**config.mk**
```make
export PLATFORM = sky130hd
export DESIGN_NAME = spi_cmd_queue
export DESIGN_NICKNAME = d
export VERILOG_FILES = /design/src/rtl/spi_cmd_queue.sv
export SDC_FILE = /design/constraint.sdc
export NUM_CORES = 1
export LEC_CHECK = 0
export BUFFER_PORTS_ARGS = -buffer_cell sky130_fd_sc_hd__buf_2
export CORE_MARGIN = 8
export CORE_UTILIZATION = 62
export DETAILED_ROUTE_END_ITERATION = 8
export GPL_TIMING_DRIVEN = 0
export PLACE_DENSITY = 0.82
export SYNTH_ARGS = -nofsm -noshare
export SYNTH_HDL_FRONTEND = slang
export SYNTH_SLANG_ARGS = --single-unit
```
**constraint.sdc**
```tcl
create_clock -name clk -period 6.1 [get_ports clk]
set_input_delay 0.915 -clock clk [delete_from_list [all_inputs] [get_ports clk]]
set_output_delay 0.915 -clock clk [all_outputs]
set_load 0.03 [all_outputs]
```
**src/rtl/spi_cmd_queue.sv**
```systemverilog
// ---------------------------------------------------------------------------
// spi_cmd_queue
//
// Command buffer / sequencer sitting directly in front of a 16-bit SPI master.
// Commands arrive on a valid/ready port and are queued in a circular FIFO.
// They are issued to the master one at a time (spi_wrt pulse with spi_cmd).
// The sequencer then waits for the master's done rising edge and returns the
// received word on resp_data/resp_vld. Responses come back in push order.
//
// Optional feature macro: SPI_TIMEOUT_EN
//   When defined, a WAIT that lasts TIMEOUT_CYC cycles without completion
//   returns 16'hFFFF and sets the sticky resp_err flag. The sequencer then
//   parks in HALT until reset. When undefined, WAIT waits forever and
//   resp_err is tied low.
//
// Ports
//   clk          in   1        system clock, rising edge
//   rst          in   1        asynchronous reset, active high
//   cmd_in       in   16       command word to queue
//   cmd_vld      in   1        cmd_in valid (push on cmd_vld & cmd_rdy)
//   cmd_rdy      out  1        FIFO not full
//   fifo_cnt     out  PTR_W+1  entries currently queued
//   spi_wrt      out  1        one-cycle start pulse to the SPI master
//   spi_cmd      out  16       command to the SPI master
//   spi_done     in   1        master done level (cleared by master on wrt)
//   spi_rd_data  in   16       word received by the master
//   resp_data    out  16       last returned word, held until the next one
//   resp_vld     out  1        one-cycle pulse when resp_data updates
//   resp_err     out  1        sticky timeout flag
//   busy         out  1        sequencer not in IDLE
// ---------------------------------------------------------------------------
module spi_cmd_queue #(
  parameter int DEPTH = 8,
  parameter int PTR_W = 3
`ifdef SPI_TIMEOUT_EN
  ,
  parameter int TIMEOUT_CYC = 1023
`endif
) (
  input  logic             clk,
  input  logic             rst,
  input  logic [15:0]      cmd_in,
  input  logic             cmd_vld,
  output logic             cmd_rdy,
  output logic [PTR_W:0]   fifo_cnt,
  output logic             spi_wrt,
  output logic [15:0]      spi_cmd,
  input  logic             spi_done,
  input  logic [15:0]      spi_rd_data,
  output logic [15:0]      resp_data,
  output logic             resp_vld,
  output logic             resp_err,
  output logic             busy
);

`ifdef SPI_TIMEOUT_EN
  typedef enum logic [1:0] {IDLE, ISSUE, WAIT, HALT} state_t;
`else
  typedef enum logic [1:0] {IDLE, ISSUE, WAIT} state_t;
`endif

  localparam logic [PTR_W:0] FULL_CNT = (PTR_W+1)'(DEPTH);

  // FIFO storage and bookkeeping
  logic [15:0]      mem [DEPTH];
  logic [PTR_W-1:0] wr_ptr_reg;
  logic [PTR_W-1:0] rd_ptr_reg;
  logic [PTR_W:0]   cnt_reg;
  logic             push;
  logic             pop;

  // Sequencer
  state_t           state_reg;
  state_t           state_next;
  logic             load_cmd;
  logic             resp_load;
  logic [15:0]      resp_word;
  logic             done_q_reg;
  logic             completion;

  // Output registers
  logic [15:0]      spi_cmd_reg;
  logic [15:0]      resp_data_reg;
  logic             resp_vld_reg;

`ifdef SPI_TIMEOUT_EN
  logic [9:0]       tmo_cnt_reg;
  logic             tmo_hit;
  logic             err_set;
  logic             resp_err_reg;
`endif

  // -------------------------------------------------------------------------
  // FIFO
  // -------------------------------------------------------------------------
  assign cmd_rdy  = (cnt_reg != FULL_CNT);
  assign fifo_cnt = cnt_reg;
  assign push     = cmd_vld & cmd_rdy;
  // The head leaves the FIFO in the same cycle it is presented to the master.
  assign pop      = (state_reg == ISSUE);

  always_ff @(posedge clk) begin
    if (push) begin
      mem[wr_ptr_reg] <= cmd_in;
    end
  end

  always_ff @(posedge clk or posedge rst) begin
    if (rst) begin
      wr_ptr_reg <= '0;
      rd_ptr_reg <= '0;
      cnt_reg    <= '0;
    end else begin
      // DEPTH is a power of two, so pointer wrap is plain modulo arithmetic.
      if (push) begin
        wr_ptr_reg <= wr_ptr_reg + 1'b1;
      end
      if (pop) begin
        rd_ptr_reg <= rd_ptr_reg + 1'b1;
      end
      case ({push, pop})
        2'b10:   cnt_reg <= cnt_reg + 1'b1;
        2'b01:   cnt_reg <= cnt_reg - 1'b1;
        default: cnt_reg <= cnt_reg;
      endcase
    end
  end

  // -------------------------------------------------------------------------
  // Completion detect: only a rising edge of done counts, so a level left
  // high from an earlier transfer can never complete a new one.
  // -------------------------------------------------------------------------
  assign completion = spi_done & ~done_q_reg;

  always_ff @(posedge clk or posedge rst) begin
    if (rst) begin
      done_q_reg <= 1'b0;
    end else begin
      done_q_reg <= spi_done;
    end
  end

`ifdef SPI_TIMEOUT_EN
  // -------------------------------------------------------------------------
  // WAIT watchdog: zero during the first WAIT cycle, so the Nth WAIT cycle
  // sees N-1 and expiry lands on the TIMEOUT_CYC-th WAIT cycle.
  // -------------------------------------------------------------------------
  assign tmo_hit = (tmo_cnt_reg == 10'(TIMEOUT_CYC - 1));

  always_ff @(posedge clk or posedge rst) begin
    if (rst) begin
      tmo_cnt_reg <= '0;
    end else if (state_reg == ISSUE) begin
      tmo_cnt_reg <= '0;
    end else if (state_reg == WAIT) begin
      tmo_cnt_reg <= tmo_cnt_reg + 10'd1;
    end
  end

  always_ff @(posedge clk or posedge rst) begin
    if (rst) begin
      resp_err_reg <= 1'b0;
    end else if (err_set) begin
      resp_err_reg <= 1'b1;
    end
  end

  assign resp_err = resp_err_reg;
`else
  assign resp_err = 1'b0;
`endif

  // -------------------------------------------------------------------------
  // Sequencer FSM
  // -------------------------------------------------------------------------
  always_ff @(posedge clk or posedge rst) begin
    if (rst) begin
      state_reg <= IDLE;
    end else begin
      state_reg <= state_next;
    end
  end

  always_comb begin
    state_next = state_reg;
    load_cmd   = 1'b0;
    resp_load  = 1'b0;
    resp_word  = spi_rd_data;
`ifdef SPI_TIMEOUT_EN
    err_set    = 1'b0;
`endif
    case (state_reg)
      IDLE: begin
        if (cnt_reg != '0) begin
          // Capture the head now so spi_cmd is already stable while wrt is high.
          load_cmd   = 1'b1;
          state_next = ISSUE;
        end
      end
      ISSUE: begin
        state_next = WAIT;
      end
      WAIT: begin
        // A completion in the expiry cycle still counts as a normal response.
        if (completion) begin
          resp_load  = 1'b1;
          resp_word  = spi_rd_data;
          state_next = IDLE;
        end
`ifdef SPI_TIMEOUT_EN
        else if (tmo_hit) begin
          resp_load  = 1'b1;
          resp_word  = 16'hFFFF;
          err_set    = 1'b1;
          state_next = HALT;
        end
`endif
      end
`ifdef SPI_TIMEOUT_EN
      HALT: begin
        state_next = HALT;
      end
`endif
      default: begin
        state_next = IDLE;
      end
    endcase
  end

  // -------------------------------------------------------------------------
  // Output registers
  // -------------------------------------------------------------------------
  always_ff @(posedge clk or posedge rst) begin
    if (rst) begin
      spi_cmd_reg <= '0;
    end else if (load_cmd) begin
      spi_cmd_reg <= mem[rd_ptr_reg];
    end
  end

  always_ff @(posedge clk or posedge rst) begin
    if (rst) begin
      resp_data_reg <= '0;
      resp_vld_reg  <= 1'b0;
    end else begin
      resp_vld_reg <= resp_load;
      if (resp_load) begin
        resp_data_reg <= resp_word;
      end
    end
  end

  assign spi_wrt   = (state_reg == ISSUE);
  assign spi_cmd   = spi_cmd_reg;
  assign resp_data = resp_data_reg;
  assign resp_vld  = resp_vld_reg;
  assign busy      = (state_reg != IDLE);

endmodule
```
# After elaboration in Yosys (flattened, before gate mapping)
# Memories as Yosys holds them, arrays and structs flattened. A register that Yosys moved wholly into a read port is not among the register bits.
# Index checks and enable logic that the tools add are counted.
[totals] regBits=30 elab_cells=37 ramBits=128 memories=1 out_inout_bits=41
[memory_table] name="mem" depth=8 width=16 read_ports=1 rd_clocked_by_memory_dff=1 wr=1 line_no="65" source="logic [15:0] mem [DEPTH];"
[classes] reduce_logical=5 muxes=10 add_sub_neg=4 bitwise_logic=3 eq_ne=7
[ops] cell="$pmux W4 S2" n=1
[ops] cell="$add A3 B1 Y3 const B" n=2
[ops] cell="$mux W1" n=6
[ops] cell="$pmux W2 S3" n=1
[ops] cell="$add A4 B1 Y4 const B" n=1
[ops] cell="$eq A2 B1 Y1 const B" n=2
[ops] cell="$eq A2 B2 Y1 const B" n=2
[ops] cell="$mux W2" n=2
[ops] cell="$ne A2 B2 Y1 const B" n=2
[ops] cell="$ne A4 B4 Y1 const B" n=1
[ops] cell="$reduce_bool A2 Y1" n=2
[ops] cell="$reduce_bool A4 Y1" n=1
[ops] cell="$sub A4 B1 Y4 const B" n=1
[ops] cell="$and A1 B1 Y1" n=2
[ops] cell="$logic_not A2 Y1" n=1
[ops] cell="$reduce_and A2 Y1" n=1
[ops] cell="$not A1 Y1" n=1

# Logic depth before layout (Yosys ltp)
[depth] depth_word=4 depth_mapped=10 ltp_nobuf=9

# Worst setup path after synthesis
# Ideal clock, no wire load.
[synth_timing] kind="input-to-reg" from="in cmd_vld" to="mem mem[0][0], enable pin" required_time_ns=5.691 path_buffers=0 arrival_ns=2.348 stages=3 setup_time_ns=0.409 slack_ns=3.343 path_cell_list="nand2_4 -> or2_4 -> nor3_1"
[synth_between] elab_chain_len=3
[synth_rtl] item="start, declared" line_no="43" source="input logic cmd_vld,"
[synth_rtl] item="$and A1 B1 Y1" line_no="98" source="assign push = cmd_vld & cmd_rdy;"
[synth_rtl] item="$mux W1" line_no="103" source="if (push) begin"
[synth_rtl] item="$mux W1 (implied by the code)" line_no="104" source="mem[wr_ptr_reg] <= cmd_in;"
[synth_rtl] item="end, declared" line_no="65"
# Every way passes these cells.

# Worst setup path in the final report
[layout_timing] from="reg cnt_reg[0] (netlist: fifo_cnt[0])" to="out cmd_rdy"
[layout_between] elab_chain_len=1
[layout_rtl] item="start, declared" line_no="68" source="logic [PTR_W:0] cnt_reg;"
[layout_rtl] item="start signal, assigned" line_no="122" source="2'b10: cnt_reg <= cnt_reg + 1'b1;"
[layout_rtl] item="start signal, assigned" line_no="123" source="2'b01: cnt_reg <= cnt_reg - 1'b1;"
[layout_rtl] item="start signal, assigned" line_no="124" source="default: cnt_reg <= cnt_reg;"
[layout_rtl] item="$ne A4 B4 Y1" line_no="96" source="assign cmd_rdy = (cnt_reg != FULL_CNT);"
[layout_rtl] item="end, declared" line_no="44" source="output logic cmd_rdy,"
# Every way passes these cells.

==> out/qor.csv <==
stage;metric;value;unit
grt;grt_pass1_wl;22240;um
synthesis;yosysTopAreaCellShare;0.5596;
pwr;switchingPower;1.638;mW
grt;grt_use_met2;0.3606;
floorplan;die_x;121.3;um
route;wl_per_cell;21.42;um
setup_path;crit_type;register to primary output;
final_layout;final_common_cell;edfxtp_1;
hold_path;hold_path_class;input port to asynchronous set/reset pin;
synthesis;synth_edf_count;128;
pwr;p_leak;3.315;nW
floorplan;core;10840;um2
clock_network;cts_hold_buffers;0;
synthesis;netlist_area;6869;um2
synthesis;synth_top_area_cell;edfxtp_1;
pwr;vdd_ir_drop_max;0.3126;mV
final_layout;largest_reg_flops;128;
clock_network;clock-sinks;174;
status;outcome;completed;
synthesis;synth_seq_cells;174;
final_layout;layoutNonFillerInstCount;671;
timing;period_share;0.4483;
setup_path;startpoint_type;register;
floorplan;start_util;0.6337;
clock_network;cts_tree;yes;
placed_design;dp_cells;639;
route;wl;14380;um
final_layout;fillers;635;
grt;grt.met3_usage;0.05631;
grt;grt_pass1_vias;4212;
clock_network;post_cts_buffers;0;
synthesis;yosysUniqueCellTypes;37;
synthesis;synth_area_leaders;edfxtp_1, dfrtp_1, mux2i_1;
final_layout;area_growth;19.16;%
clock_network;cts_inserted_buffers;17;
synthesis;ys_warn_count;0;
grt;track_usage;0.2061;
pwr;p_seq_frac;0.384;
pwr;p_int;2.779;mW
floorplan;die_h;121.3;um
final_layout;mostFrequentLayoutCells;edfxtp_1, buf_2, mux2i_1;
timing;hold_ws;287.7;ps
route;vias_per_cell;5.762;
timing;hold_violations;0;
timing;tns;0;ps
setup_path;cp_data_required_time;5180;ps
setup_path;cp_max_fo;7;
setup_path;crit_path_end_kind;primary output;
synthesis;syn_avg_cell_area;16.55;um2
final_layout;multi_input_area;1735;um2
route;drt_iter0_drc;452;
final_layout;fin_nets;559;
placed_design;hpwl;9533;um
pwr;p_per_area;539.6;nW/um2
route;drt_first_pass_iters;5;
flow_run;cap_violations;0;
grt;grt_max_degree;40;
timing;max_freq;365.7;MHz
floorplan;die_area;14700;um2
synthesis;syn-num-nets;456;
pwr;switching_share;0.3708;
route;drc;0;
floorplan;io_pins;77;
final_layout;n_antenna_cell;0;
clock_network;clk_latency;540;ps
synthesis;synthArstFlopShare;0.2644;
pwr;clockPowerShare;0.246;
grt;grt_use_met1;0.2371;
final_layout;layout-drive-gt1-share;0.2957;
grt;grt-ovfl-total;0;
clock_network;htree_num_levels;4;
route;ant_nets;0;
route;num_vias;3866;
synthesis;ys.flop_type;edfxtp_1;
grt;top_usage_layer;met2;
final_layout;regArea;4995;um2
timing;period_needed;2735;ps
timing;max_slew.worst_pin.slew;921.4;ps
placed_design;numPortBuffers;75;
clock_network;cts_resized;0;
floorplan;fp-row-count;38;
placed_design;place.gp.congestion;0.7878;
clock_network;cts.clk_slew.worst_paths;70;ps
pwr;power;4.417;mW
pwr;combPwrFrac;0.370;
timing;rsz0062_at_grt;no;
timing;final_max_slew_viol_count;0;
grt;antenna_found_initial;0;
clock_network;clk_path_buf_depth;2;
clock_network;root_buffer;clkbuf_8;
synthesis;postSynthCellCount;415;
timing;fin_skew;7.090;ps
timing;setup_violations;0;
timing;maxSlewHeadroom;0.3824;
setup_path;critPathArrivalTime;1820;ps
synthesis;synth_seq_area_share;0.7271;
final timing paths:
| path | start | to | slack [ps] | cells after the start |
|---|---|---|---|---|
| min in group clk | spi_cmd[5]$_DFFE_PP0P_ | spi_cmd[5]$_DFFE_PP0P_ | 470 | 2 |
| max in group asynchronous | rst | spi_cmd[5]$_DFFE_PP0P_ | 5320 | 3 |
| min | rst | fifo_cnt[0]$_DFFE_PP0P_ | 290 | 2 |
| max | fifo_cnt[0]$_DFFE_PP0P_ | cmd_rdy | 3370 | 2 |
| min reg2reg | spi_cmd[5]$_DFFE_PP0P_ | spi_cmd[5]$_DFFE_PP0P_ | 470 | 2 |
| max reg2reg | fifo_cnt[0]$_DFFE_PP0P_ | fifo_cnt[2]$_DFFE_PP0P_ | 3750 | 9 |
per-layer routing:
metal,vias up,wire (um)
li1,1771,-
met1,1927,5593
met2,149,7423
met3,19,1172
met4,0,186
met5,-,0
power by group through the flow:
stage	logic, mW	registers [mW]	clock network, mW
5_1_grt	1.75	1.73	1.14
3_3_place_gp	1.53	1.70	0
6_report	1.64	1.70	1.08
3_5_place_dp	1.63	1.72	0
4_1_cts	1.65	1.70	1.09
2_1_floorplan	0.884	1.94	0
stage by stage:
stage | setup WS (ps) | util | instance area [um2]
after floorplan | 3343 | - | 6869
after global placement | 2133 | 0.6844 | 7420
after detailed placement | 3452 | 0.6997 | 7585
after CTS | 3347 | 0.7551 | 8185
after global routing | 3296 | 0.7551 | 8185
final | 3365 | 0.7551 | 8185
critical path, cell delays in order (launching register included):
cell	delay, ps
dfrtp_1	460
or4b_4	610
buf_2	210
area by class of cell:
type	count	share of cell area
inverters	2	0.001529
clock inverters	15	0.02278
plain buffers	22	0.01850
flip-flops and latches	174	0.6102
repair buffers	84	0.06298
multi-input cells	217	0.2120
clock buffers	17	0.05060
well taps	140	0.02140
cells in the mapped netlist (2+ instances only):
cell	number
nor2_1	8
buf_2	7
mux2_1	16
a21oi_1	2
nor2b_1	5
nand2b_1	4
nand2_1	37
edfxtp_1	128
buf_4	7
mux2i_1	64
xor2_1	4
nand3_1	9
mux2_2	2
ha_1	5
clkbuf_1	4
or2_1	2
a22oi_1	32
buf_6	3
dfrtp_1	46
nor3_1	2
nand3_2	9
xnor2_1	4
cell families after synthesis:
kind of cell,Yosys count,synth area share
xor gates and xnor gates,8,0.01020
and+or+nand+nor,83,0.06503
adders and majority gates,5,0.009107
buffers and inverters,24,0.02386
muxes,83,0.1250
DFF,174,0.7271
AOI/OAI and AO/OA,37,0.03916
other,1,0.0005459
No activity file was read; power rests on OpenSTA's default activity.
